$ cat config.mk
export PLATFORM = sky130hd
export DESIGN_NAME = spi_bus_arbiter
export DESIGN_NICKNAME = d
export VERILOG_FILES = /design/src/rtl/spi_arb_pkg.sv /design/src/rtl/rr_picker.sv /design/src/rtl/spi_bus_arbiter.sv
export SDC_FILE = /design/constraint.sdc
export NUM_CORES = 1
export LEC_CHECK = 0
export CAP_MARGIN = 20
export CORE_UTILIZATION = 46
export CTS_CLUSTER_SIZE = 30
export DETAILED_ROUTE_END_ITERATION = 16
export PLACE_DENSITY_LB_ADDON = 0.05
export SETUP_SLACK_MARGIN = 0.2
export SYNTH_ARGS = -nofsm -noshare
export SYNTH_HDL_FRONTEND = slang
export SYNTH_SLANG_ARGS = --single-unit
$ cat constraint.sdc
create_clock -name clk -period 3.8 [get_ports clk]
set_input_delay 0.76 -clock clk [delete_from_list [all_inputs] [get_ports clk]]
set_output_delay 0.76 -clock clk [all_outputs]
set_load 0.02 [all_outputs]
$ cat src/rtl/spi_arb_pkg.sv
// Shared types and constants for the SPI master arbiter.
// The round-robin index helper is kept here so the picker and any future users agree on wrap order.
package spi_arb_pkg;

    typedef enum logic [1:0] {
        IDLE,
        SEND,
        BUSY
    } state_t;

    localparam int unsigned SPI_W = 16;
    localparam logic [SPI_W-1:0] ERR_RESP = 16'hFFFF;

    // Candidate index 'off' steps after 'base', wrapping modulo n.
    function automatic int unsigned rr_index(
        input int unsigned base,
        input int unsigned off,
        input int unsigned n
    );
        return (base + off) % n;
    endfunction

endpackage

$ cat src/rtl/rr_picker.sv
// Combinational round-robin picker: searches ptr+1, ptr+2, ... (mod NUM_REQ)
// and returns the first active requester.
module rr_picker
    import spi_arb_pkg::*;
#(
    parameter  int unsigned NUM_REQ = 2,
    localparam int unsigned IDX_W   = $clog2(NUM_REQ)
) (
    input  logic [NUM_REQ-1:0] req,
    input  logic [IDX_W-1:0]   ptr,
    output logic [IDX_W-1:0]   winner,
    output logic               valid
);

    always_comb begin
        int unsigned idx;
        logic [IDX_W-1:0] idx_n;
        winner = '0;
        valid  = 1'b0;
        idx    = 0;
        idx_n  = '0;
        // The last owner (ptr) is visited last, giving it lowest priority.
        for (int unsigned off = 1; off <= NUM_REQ; off++) begin
            idx   = rr_index(32'(ptr), off, NUM_REQ);
            idx_n = IDX_W'(idx);
            if (!valid && req[idx_n]) begin
                valid  = 1'b1;
                winner = idx_n;
            end
        end
    end

endmodule

$ cat src/rtl/spi_bus_arbiter.sv
// Shares one SPI master between NUM_REQ requesters, one 16-bit transaction per
// grant, round-robin order, with a watchdog that aborts a hung transaction.
module spi_bus_arbiter
    import spi_arb_pkg::*;
#(
    parameter int unsigned NUM_REQ     = 2,
    parameter int unsigned TIMEOUT_CYC = 4096
) (
    input  logic                     clk,
    input  logic                     rst_n,
    input  logic [NUM_REQ-1:0]       req,
    input  logic [NUM_REQ*SPI_W-1:0] cmd_in,
    output logic [NUM_REQ-1:0]       gnt,
    output logic [NUM_REQ-1:0]       done_out,
    output logic                     err,
    output logic [SPI_W-1:0]         resp_out,
    output logic                     snd,
    output logic [SPI_W-1:0]         cmd,
    input  logic                     done,
    input  logic [SPI_W-1:0]         resp,
    input  logic                     SS_n_in,
    output logic [NUM_REQ-1:0]       SS_n_out
);

    localparam int unsigned IDX_W = $clog2(NUM_REQ);
    localparam int unsigned WD_W  = $clog2(TIMEOUT_CYC) + 1;
    localparam logic [WD_W-1:0] WD_LAST = WD_W'(TIMEOUT_CYC - 1);

    state_t            state_q, state_d;
    logic [IDX_W-1:0]  owner_q, owner_d;
    logic [IDX_W-1:0]  ptr_q,   ptr_d;
    logic [SPI_W-1:0]  cmd_q,   cmd_d;
    logic [SPI_W-1:0]  resp_q,  resp_d;
    logic [WD_W-1:0]   wdog_q,  wdog_d;

    logic              fin;
    logic [IDX_W-1:0]  pick_idx;
    logic              pick_valid;
    logic [SPI_W-1:0]  cmd_arr [NUM_REQ];

    for (genvar g = 0; g < NUM_REQ; g++) begin : g_cmd_slice
        assign cmd_arr[g] = cmd_in[g*SPI_W +: SPI_W];
    end

    rr_picker #(
        .NUM_REQ (NUM_REQ)
    ) u_picker (
        .req    (req),
        .ptr    (ptr_q),
        .winner (pick_idx),
        .valid  (pick_valid)
    );

    always_ff @(posedge clk or negedge rst_n) begin
        if (!rst_n) begin
            state_q <= IDLE;
            owner_q <= '0;
            ptr_q   <= IDX_W'(NUM_REQ - 1);
            cmd_q   <= '0;
            resp_q  <= '0;
            wdog_q  <= '0;
        end else begin
            state_q <= state_d;
            owner_q <= owner_d;
            ptr_q   <= ptr_d;
            cmd_q   <= cmd_d;
            resp_q  <= resp_d;
            wdog_q  <= wdog_d;
        end
    end

    always_comb begin
        state_d = state_q;
        owner_d = owner_q;
        ptr_d   = ptr_q;
        cmd_d   = cmd_q;
        resp_d  = resp_q;
        wdog_d  = wdog_q;
        snd     = 1'b0;
        fin     = 1'b0;
        err     = 1'b0;

        case (state_q)
            IDLE: begin
                if (pick_valid) begin
                    owner_d = pick_idx;
                    cmd_d   = cmd_arr[pick_idx];
                    state_d = SEND;
                end
            end
            SEND: begin
                snd     = 1'b1;
                wdog_d  = '0;
                state_d = BUSY;
            end
            BUSY: begin
                wdog_d = wdog_q + WD_W'(1);
                // A real done beats a coincident watchdog expiry.
                if (done) begin
                    resp_d  = resp;
                    fin     = 1'b1;
                    ptr_d   = owner_q;
                    state_d = IDLE;
                end else if (wdog_q == WD_LAST) begin
                    resp_d  = ERR_RESP;
                    fin     = 1'b1;
                    err     = 1'b1;
                    ptr_d   = owner_q;
                    state_d = IDLE;
                end
            end
            default: state_d = IDLE;
        endcase
    end

    always_comb begin
        gnt      = '0;
        done_out = '0;
        SS_n_out = '1;
        if (state_q != IDLE) begin
            gnt[owner_q]      = 1'b1;
            SS_n_out[owner_q] = SS_n_in;
        end
        if (fin) begin
            done_out[owner_q] = 1'b1;
        end
    end

    assign cmd      = cmd_q;
    assign resp_out = resp_q;

endmodule

==> results of run 1 <==
## report_power, final
group	switching, mW	total, mW	internal [mW]
sequential	0.106	0.826	0.720
clock	0.157	0.348	0.191
combinational	0.610	1.21	0.599
total	0.873	2.38	1.51
## critical path, cell delays in order (launching register included)
cell	delay, ns
dfrtp_1	0.41
ha_1	0.23
nand4_1	0.18
nor4_4	0.26
o21a_1	0.20
and2b_1	0.14
clkdlybuf4s50_1	0.61
## cells in the mapped netlist
cell type	number	area share, %
nand2b_1	2	0.55
inv_1	8	1.3
nor2_1	11	1.8
nand3_1	5	1.1
o21ai_1	1	0.22
o22ai_1	1	0.27
o21a_1	1	0.33
buf_6	1	0.49
ha_1	4	2.2
a21oi_1	2	0.44
mux2i_1	17	7.5
and3_1	1	0.27
o221ai_1	1	0.38
nor2b_1	2	0.55
o22a_2	16	7.0
and2b_1	1	0.33
nand4_4	1	0.93
nor3_1	3	0.66
and2_1	1	0.27
xnor2_1	6	2.3
nand2_1	24	3.9
dfstp_2	1	1.2
o21ai_0	23	5.0
dfrtp_1	48	53
a2bb2oi_1	1	0.38
nor4_4	1	0.93
or3_1	2	0.55
a21boi_0	1	0.33
or3_2	1	0.33
a22o_1	2	0.77
mux2_2	2	0.99
buf_2	2	0.44
clkbuf_1	6	0.99
buf_4	1	0.33
nand4_1	3	0.82
nor4_1	3	0.82
buf_8	1	0.66
## area by class of cell
class / count / area (um2) / share of cell area [%]
clock inverter: 2 / 35.03 / 1.037
timing repair buffer: 97 / 968.4 / 28.66
tap: 67 / 83.83 / 2.481
multi-input combinational: 139 / 965.9 / 28.58
sequential: 49 / 1227 / 36.32
inverter: 8 / 30.03 / 0.8886
clock buffer: 5 / 68.82 / 2.036
## routing by layer
metal | vias to the layer above | wire length (um) | track usage (%)
met3 | 6 | 307 | 5.417
met4 | 0 | 56 | 6.536
met1 | 874 | 2164 | 25.66
li1 | 914 | - | -
met2 | 52 | 2586 | 36.55
met5 | - | 0 | 0
## per-stage QoR
stage | instances | util (%) | hold WS (ns)
after detailed placement | 359 | 68.47 | 0.4694
after floorplan | 207 | - | 0.4644
after global routing | 367 | 71.08 | 0.4177
final | 367 | 71.08 | 0.3920
after CTS | 366 | 70.66 | 0.4880
after global placement | 359 | 68.47 | 0.4623
## flip-flops by register name (all words and copies together) (netlist names)
name and cells:
cmd 16, owner_q 1, ptr_q 1, resp_out 16
state_q 2, wdog_q 13
## cell families after synthesis
| kind of cell | Yosys count | synth area share [%] |
|---|---|---|
| and+or+nand+nor | 61 | 13.87 |
| xor gates and xnor gates | 6 | 2.303 |
| muxes | 19 | 8.443 |
| adders and majority gates | 4 | 2.193 |
| buffers and inverters | 19 | 4.221 |
| DFF | 49 | 53.78 |
| AOI/OAI and AO/OA | 49 | 15.19 |
## worst paths after layout
kind | slack (ns) | to | from | cells past startpoint
max | 0.72 | done_out[0] | wdog_q[0] | 6
min in group clk | 0.48 | cmd[11] | cmd[11] | 2
max reg2reg | 1.85 | ptr_q | wdog_q[0] | 6
max in group asynchronous | 2.82 | ptr_q | rst_n | 2
min | 0.39 | resp_out[13] | rst_n | 1
min reg2reg | 0.48 | cmd[11] | cmd[11] | 2
==> flow_summary_export.csv, run 1 <==
group,metric,value,unit
sta,worst_slack,0.7249,ns
cells_and_area,nets,358,
sta,worstMarginPinSlew,0.5503,ns
synthesis,synthDistinctLibCells,37,
setup_path,worstPathArrival,2.32,ns
clocking,cts_buffer_depth,2,
grt,antenna_found_initial,0,
cells_and_area,layout_common_cells,"clkdlybuf4s50_1, dfrtp_1, nand2_1, o21ai_0, mux2i_1",
sta,slew_headroom,63.31,%
synthesis,yosys_warnings,0,
detailed_routing,vias,1846,
detailed_routing,drt_iter0_markers,126,
sta,post-route-min-period,3.075,ns
grt,grt.overflow.total,0,
sta,maxClockFrequency,325.2,MHz
sta,slew_violations,0,
synthesis,ys_ff_latch,49,
die,dieHeight,72.44,um
power_and_ir_drop,leakagePower,1.396,nW
clocking,clkSinkCount,49,
cells_and_area,nFillCells,373,
clocking,numCtsBuffers,5,
power_and_ir_drop,power.density,705.3,nW/um2
power_and_ir_drop,total_power,2.384,mW
detailed_routing,post_drt_wl_per_cell,13.93,um
grt,grt_max_degree,50,
sta,post-route-period-util,80.92,%
sta,skew,0.007149,ns
clocking,post_cts_resized,0,
sta,setup-tns-final,0,ns
placed_design,preCtsSetupSlack,0.8159,ns
run_status,status,"complete, no violations",
grt,track_usage,21.04,%
sta,setup_violations,0,
hold_path,min_path_type,"primary input to asynchronous set/reset pin",
setup_path,endpoint_kind,"output port",
cells_and_area,n_antenna_cell,0,
die,num_io_pins,94,
cells_and_area,drive_above_1_share,12.00,%
clocking,post_cts_buffers,0,
clocking,cts.clk_slew.worst_paths,0.09,ns
placed_design,gp_routability_congestion,0.7623,
placed_design,dp_hpwl,3.874,mm
synthesis,synth_area,2282,um2
synthesis,postSynthCellCount,207,
die,core-area,4755,um2
detailed_routing,drt-total-wl,5.114,mm
run,maxCapViolations,0,
die,start_util,48.00,%
setup_path,start_kind,"flop",
setup_path,cp.required,3.04,ns
die,row_count,25,
die,die_w,72.44,um
clocking,cts_root_buffer,"clkbuf_8",
synthesis,synth_nets,265,
power_and_ir_drop,ir_worst_vdd,423.8,uV
detailed_routing,routed_via_density,5.030,
synthesis,ys_seq_area_share,53.78,%
grt,grt_pass1_vias,1797,
setup_path,worstSetupPathType,"flop to output port",
detailed_routing,dr.pass1.iters,4,
synthesis,avgSynthCellArea,11.03,um2
clocking,cts_hold_buf,0,
placed_design,io_buffers,93,
cells_and_area,layout_commonest_cell,"clkdlybuf4s50_1",
grt,grt_first_pass_wirelength,8.431,mm
clocking,htree_levels,2,
cells_and_area,final_area,3379,um2
sta,rsz0062_at_grt,"no",
clocking,cts_tree,"built",
placed_design,postPlaceCellArea,3256,um2
cells_and_area,area_growth,48.08,%
setup_path,worstPathMaxFanout,4,
sta,hold_viol_final,0,
clocking,clk_latency,0.29,ns
detailed_routing,ant_nets,0,
die,dieArea,5247,um2
detailed_routing,drc,0,
Power figures use the tool's default switching activity.
==> run 2, diff against run 1 <==
--- a/config.mk
+++ b/config.mk
@@ -6,7 +6,7 @@
 export NUM_CORES = 1
 export LEC_CHECK = 0
 export CAP_MARGIN = 20
-export CORE_UTILIZATION = 46
+export CORE_UTILIZATION = 39
 export CTS_CLUSTER_SIZE = 30
 export DETAILED_ROUTE_END_ITERATION = 16
 export PLACE_DENSITY_LB_ADDON = 0.05
==> constraint.sdc (replaced) <==
create_clock -name clk -period 2.8 [get_ports clk]
set_input_delay 0.56 -clock clk [delete_from_list [all_inputs] [get_ports clk]]
set_output_delay 0.56 -clock clk [all_outputs]
set_load 0.02 [all_outputs]
==> flow_summary_export.csv, run 2 (synthesized netlist as in run 1, its figures left out) <==
group,metric,value,unit
run_status,status,"complete, no violations",
placed_design,dp_hpwl,3.689,mm
cells_and_area,n_antenna_cell,0,
placed_design,gp_routability_congestion,0.7324,
sta,whs,0.06180,ns
clocking,numCtsBuffers,5,
sta,slew_violations,0,
clocking,cts_root_buffer,"clkbuf_8",
sta,setup-tns-final,0,ns
sta,maxClockFrequency,399.2,MHz
setup_path,critPathMaxStageDelay,0.38,ns
setup_path,reg2reg_depth,5,
clocking,cts.clk_slew.worst_paths,0.09,ns
placed_design,io_buffers,93,
die,core-area,5574,um2
grt,grt_pass1_vias,1759,
detailed_routing,drc,0,
power_and_ir_drop,p_sw_share,37.54,%
placed_design,preCtsSetupSlack,0.2578,ns
clocking,clk_latency,0.30,ns
power_and_ir_drop,p_clk_share,12.5,%
detailed_routing,drt-total-wl,5.019,mm
setup_path,start_kind,"flop",
cells_and_area,layout_common_cells,"clkdlybuf4s50_1, dfrtp_1, nand2_1, o21ai_0, mux2i_1",
grt,grt_first_pass_wirelength,8.176,mm
grt,grt.overflow.total,0,
setup_path,worstSetupPathType,"flop to output port",
power_and_ir_drop,ir_worst_vdd,411.2,uV
sta,post-route-period-util,89.48,%
setup_path,worstPathMaxFanout,4,
sta,setup_violations,0,
sta,post-route-min-period,2.505,ns
clocking,htree_levels,2,
grt,track_usage,17.09,%
power_and_ir_drop,p_int,1.963,mW
cells_and_area,final_area,3382,um2
setup_path,crit_chain,"ha_1 > nand4_1 > nor4_4 > o21a_1 > and2b_1 > dlygate4sd2_1",
sta,worstMarginPinSlew,0.5512,ns
die,dieArea,6161,um2
setup_path,crit_slowest_cell,"dfrtp_1",
clocking,cts_tree,"built",
grt,antenna_found_initial,0,
power_and_ir_drop,power.density,929.4,nW/um2
power_and_ir_drop,p_comb_share,52.0,%
grt,grt_max_degree,34,
setup_path,r2r_end,"wdog_q[8]",
clocking,cts_buffer_depth,2,
die,dieHeight,78.50,um
hold_path,min_path_type,"primary input to asynchronous set/reset pin",
setup_path,cp-endpoint,"done_out[0]",
die,die_w,78.50,um
sta,slew_headroom,63.18,%
placed_design,postPlaceCellArea,3277,um2
power_and_ir_drop,p_sw,1.180,mW
detailed_routing,ant_nets,0,
detailed_routing,post_drt_wl_per_cell,13.31,um
sta,skew,0.006391,ns
die,row_count,27,
sta,hold_viol_final,0,
die,num_io_pins,94,
setup_path,rrSetupSlack,0.89,ns
sta,worst_slack,0.2947,ns
power_and_ir_drop,leakagePower,1.409,nW
sta,rsz0062_at_grt,"yes",
setup_path,worstPathArrival,1.95,ns
cells_and_area,area_growth,48.19,%
run,maxCapViolations,0,
detailed_routing,routed_via_density,4.883,
detailed_routing,vias,1841,
detailed_routing,drt_iter0_markers,69,
cells_and_area,nets,362,
setup_path,endpoint_kind,"output port",
cells_and_area,drive_above_1_share,14.10,%
setup_path,cp.required,2.24,ns
detailed_routing,dr.pass1.iters,4,
setup_path,rr_startpoint,"state_q[0]",
die,start_util,40.94,%
clocking,clkSinkCount,49,
power_and_ir_drop,p_seq_share,35.5,%
setup_path,startpoint,"wdog_q[1]",
cells_and_area,layout_commonest_cell,"clkdlybuf4s50_1",
==> run 2: cell types whose count changed in the layout (fill, tap and decap cells not counted), sizes merged <==
cell | previous run | this run
clkdlybuf4s15 | 0 | 1
dlygate4sd2 | 0 | 1
bufinv | 1 | 0
clkinv | 1 | 2
buf | 5 | 9
clkbuf | 5 | 7
clkdlybuf4s50 | 92 | 89
==> run 2: worst min-delay path by stage <==
stage	startpoint	slack, ns	endpoint
2_1_floorplan	rst_n	0.26	cmd[0]
3_3_place_gp	rst_n	0.39	resp_out[7]
3_5_place_dp	rst_n	0.38	resp_out[6]
4_1_cts	rst_n	0.05	resp_out[6]
5_1_grt	rst_n	0.05	resp_out[15]
6_report	rst_n	0.06	resp_out[6]
==> run 2: through the flow <==
step | utilization (%) | total power, mW | cells
finish | 60.67 | 3.143 | 377
global route | 60.67 | 3.361 | 377
CTS | 60.74 | 3.193 | 377
detailed placement | 58.79 | 2.785 | 366
global placement | 58.79 | 2.762 | 366
floorplan | - | 2.046 | 207
==> run 2: area by class of cell <==
cell class	count	area [um2]
Clock buffer	6	72.57
Clock inverter	2	10.01
Fill cell	501	2192
Inverter	8	30.03
Multi-Input combinational cell	139	970.9
Sequential cell	49	1227
Tap cell	72	90.09
Timing Repair Buffer	101	980.9
==> run 2: timing repair <==
| item | 4_1_cts | 5_1_grt |
|---|---|---|
| pin swaps | 3 | 1 |
| cloned | 0 | 0 |
| endpoints found under the setup margin | 3 | 3 |
| setup buffers | 3 | 0 |
| gates resized for setup | 6 | 2 |
| hold buffers | 0 | 0 |
==> run 2: layer usage <==
| metal | track usage [%] | vias up | wire length [um] |
|---|---|---|---|
| met5 | 0 | - | 0 |
| met4 | 7.407 | 0 | 34 |
| met3 | 3.023 | 4 | 262 |
| met2 | 27.19 | 50 | 2467 |
| met1 | 22.82 | 860 | 2254 |
| li1 | - | 927 | - |
==> run 2: critical path: cells and delay by family (launching register included) <==
kind                     cells  cell delay, ns
AND/OR/NAND/NOR              3            0.53
buffers and inverters        1            0.32
flip-flops                   1            0.38
AO/OA/AOI/OAI                1            0.22
adder cells (fa/ha/maj)      1            0.21
==> run 2: power groups by stage <==
| stage | combinational (mW) | sequential, mW | clock [mW] |
|---|---|---|---|
| final | 1.63 | 1.12 | 0.394 |
| after global routing | 1.76 | 1.16 | 0.441 |
| after CTS | 1.66 | 1.12 | 0.413 |
| after detailed placement | 1.65 | 1.13 | 0 |
| after global placement | 1.64 | 1.13 | 0 |
| after floorplan | 0.640 | 1.41 | 0 |
==> run 3, diff against run 2 <==
--- a/config.mk
+++ b/config.mk
@@ -7,10 +7,13 @@
 export LEC_CHECK = 0
 export CAP_MARGIN = 20
 export CORE_UTILIZATION = 39
+export CTS_CLUSTER_DIAMETER = 30
 export CTS_CLUSTER_SIZE = 30
 export DETAILED_ROUTE_END_ITERATION = 16
 export PLACE_DENSITY_LB_ADDON = 0.05
 export SETUP_SLACK_MARGIN = 0.2
+export SKIP_LAST_GASP = 1
+export SLEW_MARGIN = 15
 export SYNTH_ARGS = -nofsm -noshare
 export SYNTH_HDL_FRONTEND = slang
 export SYNTH_SLANG_ARGS = --single-unit
==> results of run 3 <==
The final DEF is identical to that of run 2; final timing and power are the same.
